**src/rtl/demux8t1_buf_pkg.sv**
```systemverilog
// Shared constants and helpers for the 1-to-8 buffered demultiplexer.
// Channel count and select width are tied together; data width matches the mux family.
package demux8t1_buf_pkg;

  localparam int NCH    = 8;
  localparam int SEL_W  = 3;
  localparam int DATA_W = 32;
  localparam int CNT_W  = 4;

  function automatic logic [CNT_W-1:0] popcount(input logic [NCH-1:0] v);
    logic [CNT_W-1:0] c;
    c = '0;
    for (int i = 0; i < NCH; i++) c += CNT_W'(v[i]);
    return c;
  endfunction

endpackage

```
**src/rtl/demux8t1_buf_if.sv**
```systemverilog
// Producer and consumer signals of the demultiplexer.
// The slave modport is the demux; the master modport is whoever drives the producer and consumers.
interface demux8t1_buf_if
  import demux8t1_buf_pkg::*;
#(
  parameter int WIDTH = DATA_W
);

  logic                 in_valid;
  logic                 in_ready;
  logic [WIDTH-1:0]     in_data;
  logic [SEL_W-1:0]     in_sel;
  logic                 in_bcast;
  logic [NCH-1:0]       out_valid;
  logic [NCH-1:0]       out_ready;
  logic [NCH*WIDTH-1:0] out_data;
  logic [CNT_W-1:0]     pending;

  modport slave (
    input  in_valid, in_data, in_sel, in_bcast, out_ready,
    output in_ready, out_valid, out_data, pending
  );

  modport master (
    output in_valid, in_data, in_sel, in_bcast, out_ready,
    input  in_ready, out_valid, out_data, pending
  );

endinterface

```
**src/rtl/demux8t1_buf_slot.sv**
```systemverilog
// One-entry holding register for a single output channel.
// A load wins over a same-cycle drain, so a slot never bubbles when refilled while emptying.
module demux8t1_buf_slot #(
  parameter int WIDTH = 32
) (
  input  logic             clk,
  input  logic             rst,
  input  logic             load,
  input  logic [WIDTH-1:0] load_data,
  input  logic             out_ready,
  output logic             can_acc,
  output logic             valid_q,
  output logic             valid_d,
  output logic [WIDTH-1:0] data_q
);

  logic [WIDTH-1:0] data_d;

  assign can_acc = !valid_q || out_ready;

  // NOTE: every always_comb output takes its hold value first, so no path can infer a latch.
  always_comb begin
    valid_d = valid_q;
    data_d  = data_q;
    if (load) begin
      valid_d = 1'b1;
      data_d  = load_data;
    end else if (valid_q && out_ready) begin
      valid_d = 1'b0;
    end
  end

  // NOTE: state uses non-blocking assignments; the data register is reset too because
  // out_data is defined as zero after reset, not merely don't-care.
  always_ff @(posedge clk) begin
    if (rst) begin
      valid_q <= 1'b0;
      data_q  <= '0;
    end else begin
      valid_q <= valid_d;
      data_q  <= data_d;
    end
  end

  assert property (@(posedge clk) disable iff (rst)
    (valid_q && !out_ready) |=> $stable(data_q));

endmodule

```
**src/rtl/demux8t1_buf.sv**
```systemverilog
// Steers each accepted word to one channel (or all eight on broadcast) with one-cycle latency.
// Only out_ready/in_sel/in_bcast reach in_ready combinationally; data paths are all registered.
module demux8t1_buf
  import demux8t1_buf_pkg::*;
#(
  parameter int WIDTH = DATA_W
) (
  input  logic          clk,
  input  logic          rst,
  demux8t1_buf_if.slave bus
);

  logic [NCH-1:0]       can_acc;
  logic [NCH-1:0]       tgt;
  logic [NCH-1:0]       load;
  logic [NCH-1:0]       valid_q;
  logic [NCH-1:0]       valid_nxt;
  logic [NCH*WIDTH-1:0] data_flat;
  logic                 in_ready;
  logic                 accept;
  logic [CNT_W-1:0]     pending_d;
  logic [CNT_W-1:0]     pending_q;

  always_comb begin
    tgt = '0;
    if (bus.in_bcast) tgt = '1;
    else              tgt[bus.in_sel] = 1'b1;
  end

  // Broadcast is all-or-nothing: every slot must be able to take the word.
  assign in_ready = bus.in_bcast ? &can_acc : can_acc[bus.in_sel];
  assign accept   = bus.in_valid && in_ready;
  assign load     = {NCH{accept}} & tgt;

  for (genvar k = 0; k < NCH; k++) begin : g_slot
    demux8t1_buf_slot #(.WIDTH(WIDTH)) u_slot (
      .clk       (clk),
      .rst       (rst),
      .load      (load[k]),
      .load_data (bus.in_data),
      .out_ready (bus.out_ready[k]),
      .can_acc   (can_acc[k]),
      .valid_q   (valid_q[k]),
      .valid_d   (valid_nxt[k]),
      .data_q    (data_flat[k*WIDTH +: WIDTH])
    );
  end

  // Counting the next-state valids keeps the registered count aligned with out_valid.
  always_comb begin
    pending_d = popcount(valid_nxt);
  end

  always_ff @(posedge clk) begin
    if (rst) pending_q <= '0;
    else     pending_q <= pending_d;
  end

  assign bus.in_ready  = in_ready;
  assign bus.out_valid = valid_q;
  assign bus.out_data  = data_flat;
  assign bus.pending   = pending_q;

  assert property (@(posedge clk) disable iff (rst)
    (bus.in_valid && !bus.in_bcast) |-> !$isunknown(bus.in_sel));

endmodule

```
**src/flat_wrapper.sv**
```systemverilog
// flat-port wrapper written by rule: the top's interface ports become plain ports
module demux8t1_buf_flat import demux8t1_buf_pkg::*;
#(
  parameter int WIDTH = DATA_W
)
  (clk, rst, bus_in_valid, bus_in_data, bus_in_sel, bus_in_bcast, bus_out_ready, bus_in_ready, bus_out_valid, bus_out_data, bus_pending);
  demux8t1_buf_if #(.WIDTH(WIDTH)) bus_i ();
  input  logic clk;
  input  logic rst;
  input wire logic [$bits(bus_i.in_valid)-1:0] bus_in_valid;
  input wire logic [$bits(bus_i.in_data)-1:0] bus_in_data;
  input wire logic [$bits(bus_i.in_sel)-1:0] bus_in_sel;
  input wire logic [$bits(bus_i.in_bcast)-1:0] bus_in_bcast;
  input wire logic [$bits(bus_i.out_ready)-1:0] bus_out_ready;
  output wire logic [$bits(bus_i.in_ready)-1:0] bus_in_ready;
  output wire logic [$bits(bus_i.out_valid)-1:0] bus_out_valid;
  output wire logic [$bits(bus_i.out_data)-1:0] bus_out_data;
  output wire logic [$bits(bus_i.pending)-1:0] bus_pending;
  assign bus_i.in_valid = bus_in_valid;
  assign bus_i.in_data = bus_in_data;
  assign bus_i.in_sel = bus_in_sel;
  assign bus_i.in_bcast = bus_in_bcast;
  assign bus_i.out_ready = bus_out_ready;
  assign bus_in_ready = bus_i.in_ready;
  assign bus_out_valid = bus_i.out_valid;
  assign bus_out_data = bus_i.out_data;
  assign bus_pending = bus_i.pending;
  demux8t1_buf #(.WIDTH(WIDTH)) u_core (.clk(clk), .rst(rst), .bus(bus_i));
endmodule
```
**config.mk**
```make
export PLATFORM = sky130hd
export DESIGN_NAME = demux8t1_buf_flat
export DESIGN_NICKNAME = d
export VERILOG_FILES = /design/src/rtl/demux8t1_buf_pkg.sv /design/src/rtl/demux8t1_buf_if.sv /design/src/rtl/demux8t1_buf_slot.sv /design/src/rtl/demux8t1_buf.sv /design/src/flat_wrapper.sv
export SDC_FILE = /design/constraint.sdc
export NUM_CORES = 1
export LEC_CHECK = 0
export ABC_AREA = 1
export BUFFER_PORTS_ARGS = -buffer_cell sky130_fd_sc_hd__clkbuf_2
export CAP_MARGIN = 20
export CELL_PAD_IN_SITES_DETAIL_PLACEMENT = 1
export CELL_PAD_IN_SITES_GLOBAL_PLACEMENT = 2
export CORE_MARGIN = 4
export CORE_UTILIZATION = 31
export CTS_CLUSTER_SIZE = 14
export DETAILED_ROUTE_END_ITERATION = 6
export MAX_ROUTING_LAYER = met4
export PLACE_DENSITY_LB_ADDON = 0.1
export RECOVER_POWER = 50
export SKIP_LAST_GASP = 1
export SYNTH_ARGS = -nofsm -noshare
export SYNTH_HDL_FRONTEND = slang
export SYNTH_SLANG_ARGS = --single-unit
```
**constraint.sdc**
```tcl
create_clock -name clk -period 8.8 [get_ports clk]
set_input_delay 1.76 -clock clk [delete_from_list [all_inputs] [get_ports clk]]
set_output_delay 1.76 -clock clk [all_outputs]
set_load 0.01 [all_outputs]
```
# Word-level counts from Yosys, hierarchy flattened
# Cells that the tools add are included.
[classes]
magnitude_cmp = 2
bitwise_logic = 1
n_addsub = 7
n_mux = 22
reduce_logical = 27
[ops]
columns = ["op", "n"]
rows = [
  ["$add A4 B1 Y4", 6],
  ["$mux W1", 19],
  ["$logic_and A1 B1 Y1", 10],
  ["$and A8 B8 Y8", 1],
  ["$logic_not A1 Y1", 8],
  ["$logic_or A1 B1 Y1", 8],
  ["$mux W8", 1],
  ["$reduce_and A8 Y1", 1],
  ["$lt A3 B4 Y1 const B", 1],
  ["$bmux W1 S3", 1],
  ["$demux W1 S3", 1],
  ["$ge A3 B1 Y1 const B", 1],
  ["$add A1 B1 Y2", 1],
]
[word_totals]
register_bits = 268
wordCells = 76
inputBits = 47

# Logic depth before layout (Yosys ltp)
# Gate-level depths: netlist (run 1).
[logic_depth]
word_depth = 15
depth_mapped = 21

# Cells and area by module
# Synthesis (run 1) repeated with hierarchy kept, for this count alone.
[unflattened]
hier_cells = 1236
area_unflattened_um2 = 9779.4
[by_module_without_submodules]
columns = ["module", "cells_each", "area_each_um2", "seq_area_each_um2", "instances"]
rows = [
  ["demux8t1_buf_slot", 144, 1152.4, 660.6, 8],
  ["demux8t1_buf", 84, 560.5, 80.1, 1],
]

# Worst setup path before layout (run 1)
# No wires, ideal clock.
[synth_timing]
path_kind = "input -> register"
from = "input bus_in_sel[2]"
to = "register u_core.pending_q[2], in the netlist u_core.bus.pending[2]"
arrival_time_ns = 5.203
setup_slack_ns = 3.477
t_required_ns = 8.681
stages = 20
path_buffers = 2
path_cell_list = "nor2_1 > nand2_1 > nor2_1 > nor2_1 > nand3_2 > nand2_2 > buf_8 > nand3_4 > buf_2 > nand2_1 > ha_1 > inv_1 > fa_1 > inv_1 > fa_1 > inv_1 > fa_1 > fa_1 > o21ai_0 > a21oi_1"
[synth_via]
elab_chain_len = 14
[synth_lines]
columns = ["item", "line_no", "rtl"]
rows = [
  ["from (decl)", "flat_wrapper.sv:12", "input wire logic [$bits(bus_i.in_sel)-1:0] bus_in_sel;"],
  ["$lt A3 B4 Y1 (not written as such) or $ge A3 B1 Y1 (tied branches)", "demux8t1_buf.sv:27", "else tgt[bus.in_sel] = 1'b1;"],
  ["$logic_and A1 B1 Y1 (not written as such)", "demux8t1_buf.sv:27", ""],
  ["$mux W1 (not written as such)", "demux8t1_buf.sv:27", ""],
  ["$demux W1 S3", "--", ""],
  ["$mux W8", "demux8t1_buf.sv:26", "if (bus.in_bcast) tgt = '1;"],
  ["$and A8 B8 Y8 (*)", "demux8t1_buf.sv:33", "assign load = {NCH{accept}} & tgt;"],
  ["$mux W1 (*)", "demux8t1_buf_slot.sv:25", "if (load) begin"],
  ["net u_core.g_slot[0].u_slot.valid_d", "demux8t1_buf_slot.sv:13", "output logic valid_d,"],
  ["$add A1 B1 Y2 (*)", "demux8t1_buf_pkg.sv:13", "for (int i = 0; i < NCH; i++) c += CNT_W'(v[i]);"],
  ["$add A4 B1 Y4 (*) (6 in a row)", "demux8t1_buf_pkg.sv:13", ""],
  ["to (signal assigned)", "demux8t1_buf.sv:56", "else pending_q <= pending_d;"],
  ["to (decl)", "demux8t1_buf.sv:22", "logic [CNT_W-1:0] pending_q;"],
]
# The timed path passes the listed nets; every way through them passes the cells marked *. The select of a mux whose other input is x is not followed.
# A chain may end at the register's enable or synchronous reset.

# Worst setup path in the final report (run 1)
[layout_timing]
from = "input bus_in_sel[0]"
to = "register u_core.pending_q[2], in the netlist u_core.bus.pending[2]"
# Same word-level chain as after synthesis.

==> key figures, run 1 <==
Final layout
  – Commonest non-fill, non-tap cells in the layout: 572 x inv_1, 536 x nand2_1, 276 x nor2_1, 276 x clkbuf_1, 268 x dfxtp_1
  – # nets final: 2367
  – Fin cells: 2877
  – Fraction of layout cells with a size suffix above 1: 5.60%
  – Layout area overhead: 17.8%
  – Most common cell after layout, fill and taps aside: inv_1
  – N_diodes: 0

Clock tree
  – Cts hold-fix bufs: 0
  – CTS Sinks: 268
  – Worst-skew pair later-pin latency: 530 ps
  – Post-CTS Resized: 0
  – H-tree depth: 2
  – CTS tree: built
  – CTS Buffer Depth: 3
  – CTS root buf: clkbuf_16
  – CTS Buf Count: 35
  – Clock-pin slew on the worst setup and hold paths: 60 ps
  – Post-CTS Setup Inserts: 0

Die
  – Starting Density: 31.6%
  – Die W: 215 um
  – FP Rows: 75
  – Die height: 215 um
  – Full die area: 0.0464 mm2
  – Core Box Area: 0.0422 mm2
  – IO Count: 316

Route
  – DR iter-0 viols: 749
  – Vias after detailed routing: 13.3k
  – Detailed Route WL: 53600 um
  – DRT Pass-1 Iters: 4
  – Post-route ant nets: 0
  – Via/cell ratio: 4.64
  – Avg WL per Cell: 18.6 um
  – Drt drc: 0

STA
  – Slew Viols, Final: 0
  – Final hold viol count: 0
  – Setup TNS: 0 ps
  – Peak Freq: 0.161 GHz
  – Clk_skew: 11.0 ps
  – Relative slew margins: 30.9%
  – Final min period: 6230 ps
  – Final cycle utilization of the critical path: 70.8%
  – Final setup viols: 0
  – RSZ-0062 raised after global routing: false
  – Worst-margin pin slew: 1040 ps
  – Setup slack after layout: 2570 ps

Setup path
  – Setup slack, reg-to-reg: 3550 ps
  – CP Class: input port to register
  – CP max-delay cell: nand3_4
  – Worst reg2reg startpoint: u_core.g_slot[0].u_slot.valid_q$_SDFF_PP0_
  – Worst-path fanout max: 128
  – Data required time of the worst path: 9210 ps
  – Worst Setup Start Kind: input port
  – Critical path arrival: 6640 ps
  – Crit end category: register
  – Most common cell on crit path: fa_1
  – Worst R2R Path Depth: 17
  – Worst path cell trace: clkbuf_2 > inv_2 > nor2_1 > nand2_1 > nand2_1 > nor2_1 > nand3_2 > nand2_8 > nand3_4 > nand2_1 > ha_1 > inv_1 > fa_1 > inv_1 > fa_1 > inv_1 > fa_1 > fa_1 > o21ai_0 > a21oi_1
  – Worst path max stage delay: 720 ps
  – Worst r2r dst: u_core.bus.pending[2]$_SDFF_PP0_

Pwr
  – Design Power: 3.47 mW
  – PwrDens: 221 mW/mm2
  – Worst VDD drop: 92.2 uV
  – Leak pwr: 8.13 nW

Hold path
  – Worst hold path class: register to register
  – Hold Crit Start: u_core.g_slot[4].u_slot.data_q[26]$_SDFFE_PP0P_
  – Hold path depth: 4
  – Hold Crit Endpoint: u_core.g_slot[4].u_slot.data_q[26]$_SDFFE_PP0P_

Placement
  – PortBufs: 315
  – Dpl hpwl: 34300 um
  – DP Cell Count: 2815
  – Post-Place Setup Slack: 1970 ps
  – Global placement routability congestion: 0.809

Synthesis
  – Share of the synthesized area in the top cell type: 40.2%
  – Synthesized flop and latch total: 268
  – Number of distinct library cells after synthesis: 24
  – Ranking of synthesized cells by area: dfxtp_1 40%, inv_1 16%, nand2_1 15%
  – Post-synth top area cell: dfxtp_1
  – Synthesized area per cell: 6.36 um2
  – Seq/Total Area, Yosys: 40.2%
  – Mapped Cells: 2096
  – Mapped Nets: 2150
  – Synth warn: 0
  – Post-Synthesis Cell Area: 0.0133 mm2

Flow run
  – Maxcap violations: 0

GRT
  – Vias in the first global route: 13.4k
  – Antenna violations before repair: 0
  – Tot GR Track Use: 23.1%
  – Largest net degree at the start of global routing: 165
  – First-pass GRT wire length: 81600 um
  – Global route overflow: 0

Status
  – Status: finished, final reports clean
[per-stage QoR]
| step | utilization, % | instance area [um2] | hold WS (ps) |
|---|---|---|---|
| 2_1_floorplan | - | 13300 | 510 |
| 3_3_place_gp | 35.3 | 14900 | 496 |
| 3_5_place_dp | 35.3 | 14900 | 503 |
| 4_1_cts | 38.0 | 16100 | 514 |
| 5_1_grt | 37.2 | 15700 | 543 |
| 6_report | 37.2 | 15700 | 510 |
[cells in the mapped netlist]
master    instances
nor2_1          276
nand2_2           1
ha_1              3
clkbuf_1         48
nand4_1         257
buf_8             1
buf_6            26
nand3_4           5
dfxtp_1         268
nor3_1            2
inv_2             2
o21ai_1           1
nor2_2            2
nand3_1           9
fa_1              4
buf_2            27
nand2_1         542
buf_4             8
clkinv_1          1
nand3_2           1
o21ai_0           1
a21oi_1           6
inv_1           572
buf_1            33
[final cells by class]
class | count | area [um2]
Inverter | 575 | 2170
Clock inverter | 6 | 30.0
Multi-Input combinational cell | 1110 | 5060
Fill cell | 5669 | 26500
Tap cell | 539 | 674
Timing Repair Buffer | 323 | 1310
Sequential cell | 268 | 5370
Clock buffer | 56 | 1110
[layer usage]
metal  vias up  global-route usage [%]  wire length [um]
met5         -                       -                 0
met4         0                    6.14              1200
met3        65                    3.46              2510
met2       304                    36.9             25000
met1      6347                    30.8             25000
li1       6626                       -                 -
[how the worst max path moves through the flow]
stage / start / slack, ps / endpoint / cells past startpoint
after global placement: bus_in_sel[0] / 2170 / u_core.bus.pending[2]$_SDFF_PP0_ / 20
after global routing: bus_in_sel[0] / 2290 / u_core.bus.pending[2]$_SDFF_PP0_ / 20
final: bus_in_sel[0] / 2570 / u_core.bus.pending[2]$_SDFF_PP0_ / 20
after detailed placement: bus_in_sel[0] / 1970 / u_core.bus.pending[2]$_SDFF_PP0_ / 20
after CTS: bus_in_sel[0] / 2540 / u_core.bus.pending[2]$_SDFF_PP0_ / 20
after floorplan: bus_in_sel[2] / 3480 / u_core.bus.pending[2]$_SDFF_PP0_ / 20
[sequential cells by signal, indices dropped and copies added (netlist names)]
name                          flops
u_core.g_slot.u_slot.valid_q      8
u_core.bus.pending                4
u_core.g_slot.u_slot.data_q     256
[worst max-delay path, delay by kind of cell]
kind	cells	cell delay [ps]
AOI/OAI and AO/OA	2	250
adders and majority gates	5	2100
and+or+nand+nor	8	2000
buffers and inverters	5	500
[logic make-up after synthesis]
| group | after synthesis | synth area share [%] |
|---|---|---|
| and+or+nand+nor | 1095 | 36.4 |
| DFF | 268 | 40.2 |
| adders and majority gates | 7 | 0.882 |
| AOI/OAI and AO/OA | 8 | 0.300 |
| buffers and inverters | 718 | 22.2 |
[report_power, final]
group	leakage [nW]	internal, mW	switching (mW)	total (mW)
logic	5.35	0.190	0.467	0.657
clock network	0.568	0.859	0.566	1.43
registers	2.20	1.32	0.0746	1.39
Note: power is estimated with default switching activity, not from simulation.
==> inputs of run 2 (changes only) <==
--- a/config.mk
+++ b/config.mk
@@ -11,7 +11,7 @@
 export CELL_PAD_IN_SITES_DETAIL_PLACEMENT = 1
 export CELL_PAD_IN_SITES_GLOBAL_PLACEMENT = 2
 export CORE_MARGIN = 4
-export CORE_UTILIZATION = 31
+export CORE_UTILIZATION = 28
 export CTS_CLUSTER_SIZE = 14
 export DETAILED_ROUTE_END_ITERATION = 6
 export MAX_ROUTING_LAYER = met4
==> constraint.sdc (replaced) <==
create_clock -name clk -period 5.8 [get_ports clk]
set_input_delay 1.16 -clock clk [delete_from_list [all_inputs] [get_ports clk]]
set_output_delay 1.16 -clock clk [all_outputs]
set_load 0.01 [all_outputs]
==> run 2 against run 1 <==
  * Utilization decreased by 3.1 points
  * Sequential power increased by 52%
  * Non-clock buffer count increased by 11
  * Critical endpoint unchanged
  * Power increased by 56%
  * Hold slack about the same
  * Global-route usage decreased by 1.2 points
==> key figures, run 2 (same netlist as run 1, synthesis figures left out) <==
Setup path
  – Data required time of the worst path: 6220 ps (was 9210 ps)
  – Worst-path fanout max: 178 (was 128)
  – Crit end category: register (unchanged)
  – CP Class: input port to register (unchanged)
  – Worst Setup Start Kind: input port (unchanged)
  – Critical path arrival: 5210 ps (was 6640 ps)

Route
  – DRT Pass-1 Iters: 5 (was 4)
  – Drt drc: 0 (unchanged)
  – Via/cell ratio: 4.52 (was 4.64)
  – Avg WL per Cell: 19.0 um (was 18.6 um)
  – Detailed Route WL: 56300 um (was 53600 um)
  – Post-route ant nets: 0 (unchanged)
  – Vias after detailed routing: 13.4k (was 13.3k)
  – DR iter-0 viols: 743 (was 749)

Final layout
  – Most common cell after layout, fill and taps aside: inv_1 (unchanged)
  – Fill cell count: 6203 (was 5669)
  – Layout area overhead: 19.8% (was 17.8%)
  – # nets final: 2379 (was 2367)
  – Multi-input logic area: 0.00506 mm2 (about the same)
  – N_diodes: 0 (unchanged)
  – Max reg flops: 256 (unchanged)
  – Fraction of layout cells with a size suffix above 1: 6.17% (was 5.60%)
  – Seq. cell area: 0.00537 mm2 (unchanged)
  – Commonest non-fill, non-tap cells in the layout: 573 x inv_1, 535 x nand2_1, 276 x nor2_1, 274 x clkbuf_1, 268 x dfxtp_1 (was 572 x inv_1, 536 x nand2_1, 276 x nor2_1, 276 x clkbuf_1, 268 x dfxtp_1)
  – Top reg by flops: u_core.g_slot.u_slot.data_q (unchanged)

Die
  – Die W: 226 um (was 215 um)
  – Starting Density: 28.5% (was 31.6%)
  – Full die area: 0.0512 mm2 (was 0.0464 mm2)
  – Die height: 226 um (was 215 um)
  – IO Count: 316 (unchanged)
  – Core Box Area: 0.0469 mm2 (was 0.0422 mm2)
  – FP Rows: 79 (was 75)

Hold path
  – Worst hold path class: register to register (unchanged)

STA
  – Final min period: 4790 ps
  – Worst-margin pin slew: 1240 ps (was 1040 ps)
  – Setup TNS: 0 ps (unchanged)
  – Clk_skew: 7.19 ps (was 11.0 ps)
  – RSZ-0062 raised after global routing: false (unchanged)
  – Slew Viols, Final: 0 (unchanged)
  – Peak Freq: 0.209 GHz
  – Relative slew margins: 17.2% (was 30.9%)
  – Final cycle utilization of the critical path: 82.6%
  – Final hold viol count: 0 (unchanged)
  – Final setup viols: 0 (unchanged)
  – Hold slack: 510 ps (about the same)

Placement
  – Global placement routability congestion: 0.782 (was 0.809)
  – PortBufs: 315 (unchanged)
  – Dpl hpwl: 35800 um (was 34300 um)

GRT
  – First-pass GRT wire length: 83100 um (was 81600 um)
  – Largest net degree at the start of global routing: 179 (was 165)
  – Tot GR Track Use: 21.9% (was 23.1%)
  – Global route overflow: 0 (unchanged)
  – Antenna violations before repair: 1 (was 0)
  – Vias in the first global route: 13.2k (was 13.4k)

Pwr
  – Worst VDD drop: 200 uV (was 92.2 uV)
  – Leak pwr: 8.22 nW (was 8.13 nW)
  – PwrDens: 340 mW/mm2 (was 221 mW/mm2)
  – Design Power: 5.43 mW (was 3.47 mW)

Clock tree
  – Cts hold-fix bufs: 0 (unchanged)
  – Post-CTS Setup Inserts: 0 (unchanged)
  – CTS root buf: clkbuf_16 (unchanged)
  – CTS Buffer Depth: 3 (unchanged)
  – Worst-skew pair later-pin latency: 540 ps (was 530 ps)
  – CTS Buf Count: 36 (was 35)
  – Post-CTS Resized: 0 (unchanged)
  – CTS tree: built (unchanged)
  – CTS Sinks: 268 (unchanged)
  – Clock-pin slew on the worst setup and hold paths: 60 ps (about the same)
  – H-tree depth: 2 (unchanged)

Flow run
  – Maxcap violations: 0 (unchanged)

Status
  – Status: finished, final reports clean (unchanged)
## run 2: cell types whose count changed in the layout (fill, tap and decap cells not counted), sizes merged
cell / previous run / this run
buf: 9 / 20
bufinv: 0 / 1
clkbuf: 370 / 375
clkinv: 6 / 2
## run 2: worst max-delay path, cell delays in order
cell and delay [ps]:
clkbuf_2 140, inv_1 280, nor2_1 90, nand2_1 70
nand2_1 50, nor2_1 90, nand3_1 170, nand2_8 160
buf_12 590, nand3_4 690, nand2_1 300, fa_1 210
inv_1 70, fa_1 470, fa_1 390, o21ai_0 170
a21oi_1 70
## run 2: final timing paths
| path | depth (start not counted) | endpoint | slack [ps] | from |
|---|---|---|---|---|
| worst max register to register | 14 | u_core.bus.pending[2]$_SDFF_PP0_ | 1550 | u_core.g_slot[3].u_slot.valid_q$_SDFF_PP0_ |
| worst min-delay path | 4 | u_core.g_slot[0].u_slot.data_q[6]$_SDFFE_PP0P_ | 510 | u_core.g_slot[0].u_slot.data_q[6]$_SDFFE_PP0P_ |
| worst min register to register | 4 | u_core.g_slot[0].u_slot.data_q[6]$_SDFFE_PP0P_ | 510 | u_core.g_slot[0].u_slot.data_q[6]$_SDFFE_PP0P_ |
| worst max-delay path | 17 | u_core.bus.pending[2]$_SDFF_PP0_ | 1010 | bus_in_sel[0] |
## run 2: routing by layer
layer  GRT usage, %  part of all wire (%)
met1           28.4                    45
met4           5.64                   2.1
met5              -                     0
met3           2.71                   4.1
met2           36.6                    48
## run 2: report_power, final
group	switching, mW	internal [mW]
sequential	0.113	2.00
clock	0.883	1.42
combinational	0.722	0.294
total	1.72	3.71
## run 2: stage by stage
stage | utilization [%] | setup WS [ps] | area [um2] | instances
finish | 34.1 | 1010 | 16000 | 2958
CTS | 34.8 | 1090 | 16300 | 2958
global route | 34.1 | 644 | 16000 | 2958
floorplan | - | 1080 | 13300 | 2096
global placement | 32.2 | 593 | 15100 | 2894
detailed placement | 32.2 | 507 | 15100 | 2894
## run 2: cell type report
cell class | instances | area share [%]
Sequential cell | 268 | 33.6
Multi-Input combinational cell | 1110 | 31.7
Tap cell | 607 | 4.75
Clock inverter | 3 | 0.251
Timing Repair Buffer | 334 | 8.82
Inverter | 575 | 13.6
Clock buffer | 61 | 7.36
